<file path="src/rtl/cdr_loop_filter.sv">
// Second-order CDR loop filter: integrates phase-detector votes into phase steps,
// trims the symbol period after persistent one-directional stepping, and flags lock.
module cdr_loop_filter #(
    parameter int unsigned VOTE_TH  = 4,
    parameter int unsigned FREQ_TH  = 3,
    parameter int unsigned NB_P_NOM = 25,
    parameter int unsigned NB_P_MIN = 23,
    parameter int unsigned NB_P_MAX = 27,
    parameter int unsigned LOCK_TH  = 16
) (
    input  logic       i_clk,
    input  logic       i_rst,
    input  logic       i_clr,
    input  logic       i_valid,
    input  logic       i_T,
    input  logic       i_E,
    output logic [1:0] o_cnt_d,
    output logic [5:0] o_nb_P,
    output logic       o_step_up,
    output logic       o_step_dn,
    output logic       o_lock
);

    localparam int unsigned AW = $clog2(VOTE_TH) + 2;
    localparam int unsigned RW = $clog2(FREQ_TH + 1);
    localparam int unsigned LW = $clog2(LOCK_TH + 1);

    localparam logic signed [AW-1:0] AccOne = AW'(1);
    localparam logic signed [AW-1:0] AccMax = AW'(VOTE_TH);
    localparam logic signed [AW-1:0] AccMin = -AccMax;
    localparam logic [RW-1:0]        RunTh  = RW'(FREQ_TH);
    localparam logic [LW-1:0]        LockTh = LW'(LOCK_TH);
    localparam logic [5:0]           NbNom  = 6'(NB_P_NOM);
    localparam logic [5:0]           NbMin  = 6'(NB_P_MIN);
    localparam logic [5:0]           NbMax  = 6'(NB_P_MAX);

    typedef enum logic [0:0] {StAcq, StLocked} state_e;

    state_e                 state_q, state_d;
    logic signed [AW-1:0]   acc_q, acc_d, acc_inc;
    logic [1:0]             cnt_q, cnt_d;
    logic [5:0]             nb_q, nb_d;
    logic [RW-1:0]          run_q, run_d, run_inc;
    logic                   run_dir_q, run_dir_d;
    logic [LW-1:0]          lock_cnt_q, lock_cnt_d;
    logic                   up_q, up_d, dn_q, dn_d;
    logic                   vote, step;

    always_comb begin
        acc_d      = acc_q;
        cnt_d      = cnt_q;
        nb_d       = nb_q;
        run_d      = run_q;
        run_dir_d  = run_dir_q;
        lock_cnt_d = lock_cnt_q;
        state_d    = state_q;
        up_d       = 1'b0;
        dn_d       = 1'b0;
        run_inc    = '0;

        vote    = i_valid & i_T;
        acc_inc = i_E ? (acc_q + AccOne) : (acc_q - AccOne);

        // Reaching the threshold fires a step and empties the accumulator.
        if (vote) begin
            if (acc_inc == AccMax) begin
                up_d  = 1'b1;
                acc_d = '0;
                cnt_d = cnt_q + 2'd1;
            end else if (acc_inc == AccMin) begin
                dn_d  = 1'b1;
                acc_d = '0;
                cnt_d = cnt_q - 2'd1;
            end else begin
                acc_d = acc_inc;
            end
        end
        step = up_d | dn_d;

        if (step) begin
            run_inc   = (up_d == run_dir_q) ? (run_q + RW'(1)) : RW'(1);
            run_dir_d = up_d;
            run_d     = run_inc;
            if (run_inc == RunTh) begin
                run_d = '0;
                // A clamped adjustment is dropped, but the run still restarts.
                if (up_d && nb_q != NbMax) begin
                    nb_d = nb_q + 6'd1;
                end else if (dn_d && nb_q != NbMin) begin
                    nb_d = nb_q - 6'd1;
                end
            end
        end

        unique case (state_q)
            StAcq: begin
                if (step) begin
                    lock_cnt_d = '0;
                end else if (vote && lock_cnt_q != LockTh) begin
                    lock_cnt_d = lock_cnt_q + LW'(1);
                    if (lock_cnt_d == LockTh) state_d = StLocked;
                end
            end
            StLocked: begin
                if (step) begin
                    lock_cnt_d = '0;
                    state_d    = StAcq;
                end
            end
            default: state_d = StAcq;
        endcase
    end

    always_ff @(posedge i_clk or negedge i_rst) begin
        if (!i_rst) begin
            state_q    <= StAcq;
            acc_q      <= '0;
            cnt_q      <= '0;
            nb_q       <= NbNom;
            run_q      <= '0;
            run_dir_q  <= 1'b0;
            lock_cnt_q <= '0;
            up_q       <= 1'b0;
            dn_q       <= 1'b0;
        end else if (i_clr) begin
            state_q    <= StAcq;
            acc_q      <= '0;
            cnt_q      <= '0;
            nb_q       <= NbNom;
            run_q      <= '0;
            run_dir_q  <= 1'b0;
            lock_cnt_q <= '0;
            up_q       <= 1'b0;
            dn_q       <= 1'b0;
        end else begin
            state_q    <= state_d;
            acc_q      <= acc_d;
            cnt_q      <= cnt_d;
            nb_q       <= nb_d;
            run_q      <= run_d;
            run_dir_q  <= run_dir_d;
            lock_cnt_q <= lock_cnt_d;
            up_q       <= up_d;
            dn_q       <= dn_d;
        end
    end

    assign o_cnt_d   = cnt_q;
    assign o_nb_P    = nb_q;
    assign o_step_up = up_q;
    assign o_step_dn = dn_q;
    assign o_lock    = (state_q == StLocked);

endmodule

</file>
<file path="config.mk">
export PLATFORM = sky130hd
export DESIGN_NAME = cdr_loop_filter
export DESIGN_NICKNAME = d
export VERILOG_FILES = /design/src/rtl/cdr_loop_filter.sv
export SDC_FILE = /design/constraint.sdc
export NUM_CORES = 1
export LEC_CHECK = 0
export ABC_AREA = 1
export CAP_MARGIN = 20
export CELL_PAD_IN_SITES_DETAIL_PLACEMENT = 1
export CELL_PAD_IN_SITES_GLOBAL_PLACEMENT = 1
export CORE_ASPECT_RATIO = 1.4
export CORE_MARGIN = 2
export CORE_UTILIZATION = 45
export CTS_CLUSTER_DIAMETER = 40
export DETAILED_ROUTE_END_ITERATION = 8
export PLACE_DENSITY = 0.83
export SYNTH_ARGS = -nofsm -noshare
export SYNTH_HDL_FRONTEND = slang
export SYNTH_SLANG_ARGS = --single-unit
</file>
<file path="constraint.sdc">
create_clock -name i_clk -period 4 [get_ports i_clk]
set_input_delay 1 -clock i_clk [delete_from_list [all_inputs] [get_ports i_clk]]
set_output_delay 1 -clock i_clk [all_outputs]
set_load 0.01 [all_outputs]
</file>
==> results of run 1 <==
==> layout make-up <==
cell class / count / area share (%)
clock buffers: 3 / 2.17
clock inverters: 1 / 0.263
inverters: 29 / 5.71
multi-input cells: 147 / 48.2
flip-flops and latches: 23 / 30.4
well taps: 40 / 2.63
repair buffers: 19 / 10.6
==> worst max-delay path, stage by stage <==
cell             delay [ps]
clkdlybuf4s50_1         480
inv_1                    90
ha_1                    350
or2_4                   290
nand2_4                  80
nand2_2                  60
nand2_4                  90
nand3_4                 130
ha_1                    400
a21oi_1                 110
or2_2                   290
nand3_1                 100
inv_1                    50
nand3_1                  70
nand2_1                  60
nor2_1                   80
nor2_1                   40
==> per-stage QoR <==
stage / hold slack (ps) / area (µm²) / cells / worst slack, ps
finish: 512 / 1910 / 262 / 393
floorplan: 482 / 1620 / 200 / 865
global route: 549 / 1910 / 262 / 191
CTS: 523 / 1880 / 261 / 396
global placement: 494 / 1830 / 257 / 277
detailed placement: 506 / 1830 / 257 / 112
==> final timing paths <==
check                      slack, ps  cells after the start       from   endpoint
max                              390                     17        i_E  o_nb_P[5]
min                              510                      2  o_nb_P[4]  o_nb_P[4]
max reg2reg                     1320                     15   acc_q[0]  o_nb_P[5]
min reg2reg                      510                      2  o_nb_P[4]  o_nb_P[4]
max in group asynchronous       2520                      2      i_rst  o_nb_P[3]
min in group asynchronous        990                      1      i_rst   acc_q[3]
==> layout by cell type, fill, tap and decap left out, drive strengths merged <==
cell type,instances
clkbuf,3
inv,29
o31ai,1
nand2,54
o21ai,10
dfstp,3
nand3,28
nand3b,1
ha,10
fa,2
clkdlybuf4s50,16
clkinv,1
buf,3
a22o,1
dfrtp,20
o21a,1
a21oi,3
nor2,14
nor3,3
xor2,6
o22ai,2
xnor2,2
a211oi,1
nand4,6
or2,2
==> report_power, final <==
part           switching (mW)  total (mW)  internal, mW
Sequential            0.00675       0.246         0.239
Combinational          0.0550      0.0863        0.0313
Clock                  0.0795       0.149        0.0697
==> state kept, by name, summed over array words and instances (netlist names) <==
name        flops
o_cnt_d         2
o_lock          1
o_step_dn       1
run_dir_q       1
o_nb_P          6
run_q           2
lock_cnt_q      5
o_step_up       1
acc_q           4
==> synthesized netlist by cell type <==
library cell / instances / area share [%]
nor3_1: 2 / 0.62
ha_1: 10 / 7.7
dfstp_2: 3 / 4.9
a21oi_1: 3 / 0.93
nand2_2: 6 / 2.3
o31ai_1: 1 / 0.46
o21a_1: 1 / 0.46
o21ai_0: 10 / 3.1
dfrtp_1: 20 / 31
nand2_4: 4 / 2.8
nand4_1: 6 / 2.3
o22ai_1: 2 / 0.77
a211oi_1: 1 / 0.46
inv_1: 29 / 6.7
xnor2_1: 2 / 1.1
a22o_1: 1 / 0.54
nor2_4: 1 / 0.69
fa_1: 2 / 2.5
or2_2: 1 / 0.39
nand3_4: 2 / 2.2
nand3_2: 3 / 1.9
nor3_4: 1 / 1.0
nand2_1: 44 / 10
nand3b_1: 1 / 0.46
or2_4: 1 / 0.54
clkbuf_8: 1 / 0.85
nor2_1: 13 / 3.0
xor2_1: 6 / 3.2
nand3_1: 23 / 7.1
==> layer usage <==
layer | track usage [%] | share of wire [%] | up-vias
met5 | 0 | 0 | -
met4 | 11.9 | 3.1 | 0
met3 | 2.38 | 1.7 | 10
met2 | 43.0 | 56 | 17
met1 | 24.8 | 39 | 708
li1 | - | - | 689
==> cell families after synthesis <==
family                   Yosys count
AO/OA/AOI/OAI                     19
adder cells (fa/ha/maj)           12
buffers and inverters             30
flip-flops                        23
AND/OR/NAND/NOR                  108
XOR/XNOR                           8
==> reports/metrics.csv, run 1 <==
metric,value,unit
grt_overflow,0,
total_power,0.481,mW
grt_max_degree,24,
n_fill_cell,428,
die_w,54.7,µm
cp.required,4170,ps
final_antenna_net_count,0,
clkLatencyLatePin,270,ps
fp.dieArea,0.00410,mm²
cts_buffer_depth,2,
cts_setup_buffers,0,
hold_class,flip-flop to flip-flop,
synth_seq_cells,23,
post-route-min-period,3610,ps
drv_cap,0,
synth-simple-area-share,35.4,%
port_buffers,16,
numCtsBuffers,3,
std_cell_rows,25,
nNetsFinal,241,
cts_tree,built,
setup_tns,0,ps
worst_pin_slew,408,ps
first_global_vias,1542,
detail_route.wl_per_cell,15.8,µm
ir_drop,165,µV
grt_pass1_wl,6830,µm
dp_hpwl,3370,µm
synth_nets,218,
drive_above_1_share,13.1,%
drc_errors,0,
skew,7.06,ps
synth_top_family_by_area,simple AND/OR/NAND/NOR gates,
first_iter_violations,22,
power_density,253,mW/mm²
slew_headroom,72.7,%
die_height,75,µm
final_core_utilization,55.9,%
setup_viol,0,
ios,17,
leakagePower,0.959,nW
syn-instance-count,200,
dr.pass1.iters,4,
grtUsageTotal,23.2,%
worstSetupEndpointType,flip-flop,
crit_type,input pin to flip-flop,
synth_xor_area_share,4.32,%
gp_congestion,0.830,
synth_adder_area_share,10.2,%
synth.mux.area_fraction,0,%
cp.arrival,3770,ps
seq_area,579,µm²
fmax,0.277,GHz
synth.cell_area,0.00162,mm²
finalHoldViolCount,0,
period_share,90.2,%
synth_cell_types,29,
clkSinkCount,23,
outcome,completed,
num_antenna_cells,0,
viasPerCell,5.44,
h-tree-depth,1,
dr_total_vias,1424,
yosysSeqAreaShare,35.8,%
cts_resized,0,
core-area,0.00341,mm²
synth_compound_area_share,6.72,%
routed_wirelength,4130,µm
cts.clk_slew.worst_paths,80,ps
ys_warn_count,0,
antenna_found_initial,0,
avgSynthCellArea,8.10,µm²
start_kind,input pin,
timing_max_transition_violations_final,0,
multi_input_area,918,µm²
crit_fanout,8,
hold_buffers,0,
rsz0062_at_grt,no,
area_growth,17.6,%
start_util,47.5,%
clock-root-buffer,clkbuf_8,
Power figures use the tool's default switching activity.
==> run 2, diff against run 1 <==
- clock period: 4 -> 4.3 ns (I/O delays scaled with it)
==> run 2 against run 1 <==
Against the previous run:
- setup slack gained 94 ps
- clock power shrank 4%
- via count up 1.5%
- largest cell class unchanged
==> reports/metrics.csv, run 2 (synthesized netlist as in run 1, its figures left out) <==
metric,value,unit
start_util,47.5,%
final_cell_mix,"nand2_1 (44), inv_1 (29), nand3_1 (23), dfrtp_1 (20), clkdlybuf4s50_1 (16)",
first_iter_violations,36,
outcome,completed,
place_area,0.00182,mm²
crit_chain,clkdlybuf4s50_1 -> inv_1 -> ha_1 -> or2_4 -> nand2_4 -> nand2_2 -> nand2_4 -> nand3_4 -> ha_1 -> a21oi_1 -> or2_2 -> nand3_1 -> inv_1 -> nand3_1 -> nand2_1 -> nor2_1 -> nor2_1,
dr_total_vias,1446,
n_fill_cell,432,
numCtsBuffers,3,
timing_max_transition_violations_final,0,
dp_hpwl,3440,µm
cpMaxStageDelayCell,clkdlybuf4s50_1,
clock-root-buffer,clkbuf_8,
die_w,54.7,µm
skew,1.63,ps
post-route-min-period,3810,ps
num_antenna_cells,0,
port_buffers,16,
die_height,75,µm
final_common_cell,nand2_1,
gp_congestion,0.824,
holdWs,515,ps
ios,17,
drv_cap,0,
r2r-start,acc_q[0],
leakagePower,0.949,nW
cp_slowest_stage_delay,560,ps
grtUsageTotal,24.9,%
ir_drop,124,µV
setup_tns,0,ps
clkLatencyLatePin,270,ps
rrSetupSlack,1430,ps
timing.rr.end,o_nb_P[5],
power_density,240,mW/mm²
reg2reg_depth,15,
hold_buffers,0,
first_global_vias,1598,
drive_above_1_share,12.3,%
worstSetupEndpointType,flip-flop,
largest_reg_flops,6,
start_kind,input pin,
area_growth,16.7,%
cts.clk_slew.worst_paths,90,ps
holdPathEnd,o_nb_P[4],
final_antenna_net_count,0,
slew_headroom,71.7,%
drc_errors,0,
cp.arrival,3990,ps
period_share,88.7,%
finalHoldViolCount,0,
crit_fanout,8,
core-area,0.00341,mm²
worst_pin_slew,423,ps
cts_resized,0,
fin_area,0.00189,mm²
crit_buf_inv,3,
routed_wirelength,4500,µm
grt_overflow,0,
grt_max_degree,24,
fmax,0.262,GHz
fp.dieArea,0.00410,mm²
min_from,o_nb_P[4],
std_cell_rows,25,
grt_pass1_wl,7310,µm
cts_tree,built,
dr.pass1.iters,4,
crit_type,input pin to flip-flop,
clkSinkCount,23,
min_path_cells,2,
viasPerCell,5.56,
antenna_found_initial,0,
setup_viol,0,
detail_route.wl_per_cell,17.3,µm
cts_buffer_depth,2,
h-tree-depth,1,
nNetsFinal,239,
cts_setup_buffers,0,
hold_class,flip-flop to flip-flop,
cp.required,4470,ps
crit_family,simple AND/OR/NAND/NOR gates,
rsz0062_at_grt,no,
-- run 2: cell types whose count changed in the layout (fill, tap and decap cells not counted) --
| cell | change |
|---|---|
| buf_4 | -2 |
-- run 2: how the worst max path moves through the flow --
stage / slack (ps) / to / depth (start not counted) / start
floorplan: 1090 / o_nb_P[5] / 16 / i_E
global placement: 360 / o_nb_P[5] / 17 / i_E
detailed placement: 220 / o_nb_P[5] / 17 / i_E
CTS: 480 / o_nb_P[5] / 17 / i_E
global route: 300 / o_nb_P[5] / 16 / i_E
finish: 490 / o_nb_P[5] / 17 / i_E
-- run 2: cell type report --
cell class | instances | area (µm²) | share of cell area, %
multi-input combinational | 147 | 918 | 48.6
sequential | 23 | 579 | 30.6
timing repair buffer | 17 | 188 | 9.93
inverter | 29 | 109 | 5.76
tap | 40 | 50.0 | 2.65
clock buffer | 3 | 41.3 | 2.18
clock inverter | 1 | 5.00 | 0.265
-- run 2: metrics by stage --
stage / worst slack [ps] / std cells / util, % / total power, mW
3_5_place_dp: 224 / 255 / 53.3 / 0.313
2_1_floorplan: 1090 / 200 / - / 0.284
4_1_cts: 481 / 259 / 54.6 / 0.453
6_report: 487 / 260 / 55.4 / 0.454
5_1_grt: 295 / 260 / 55.4 / 0.470
3_3_place_gp: 363 / 255 / 53.3 / 0.306
-- run 2: power by group --
group	leakage, nW	internal [mW]	switching, mW
clock	0.0255	0.0650	0.0780
combinational	0.617	0.0285	0.0537
sequential	0.306	0.222	0.00684
total	0.949	0.316	0.139
-- run 2: metal layers --
metal | global-route usage, % | part of all wire, % | up-vias
met4 | 9.72 | 2.2 | 0
met1 | 26.0 | 38 | 724
met2 | 48.5 | 58 | 21
li1 | - | - | 690
met3 | 1.98 | 1.8 | 11
met5 | 0 | 0 | -
-- run 2: worst min-delay path, stage by stage (launching register included) --
cell and delay [ps]:
dfstp_2 410, nand2_1 70, nand2_1 50
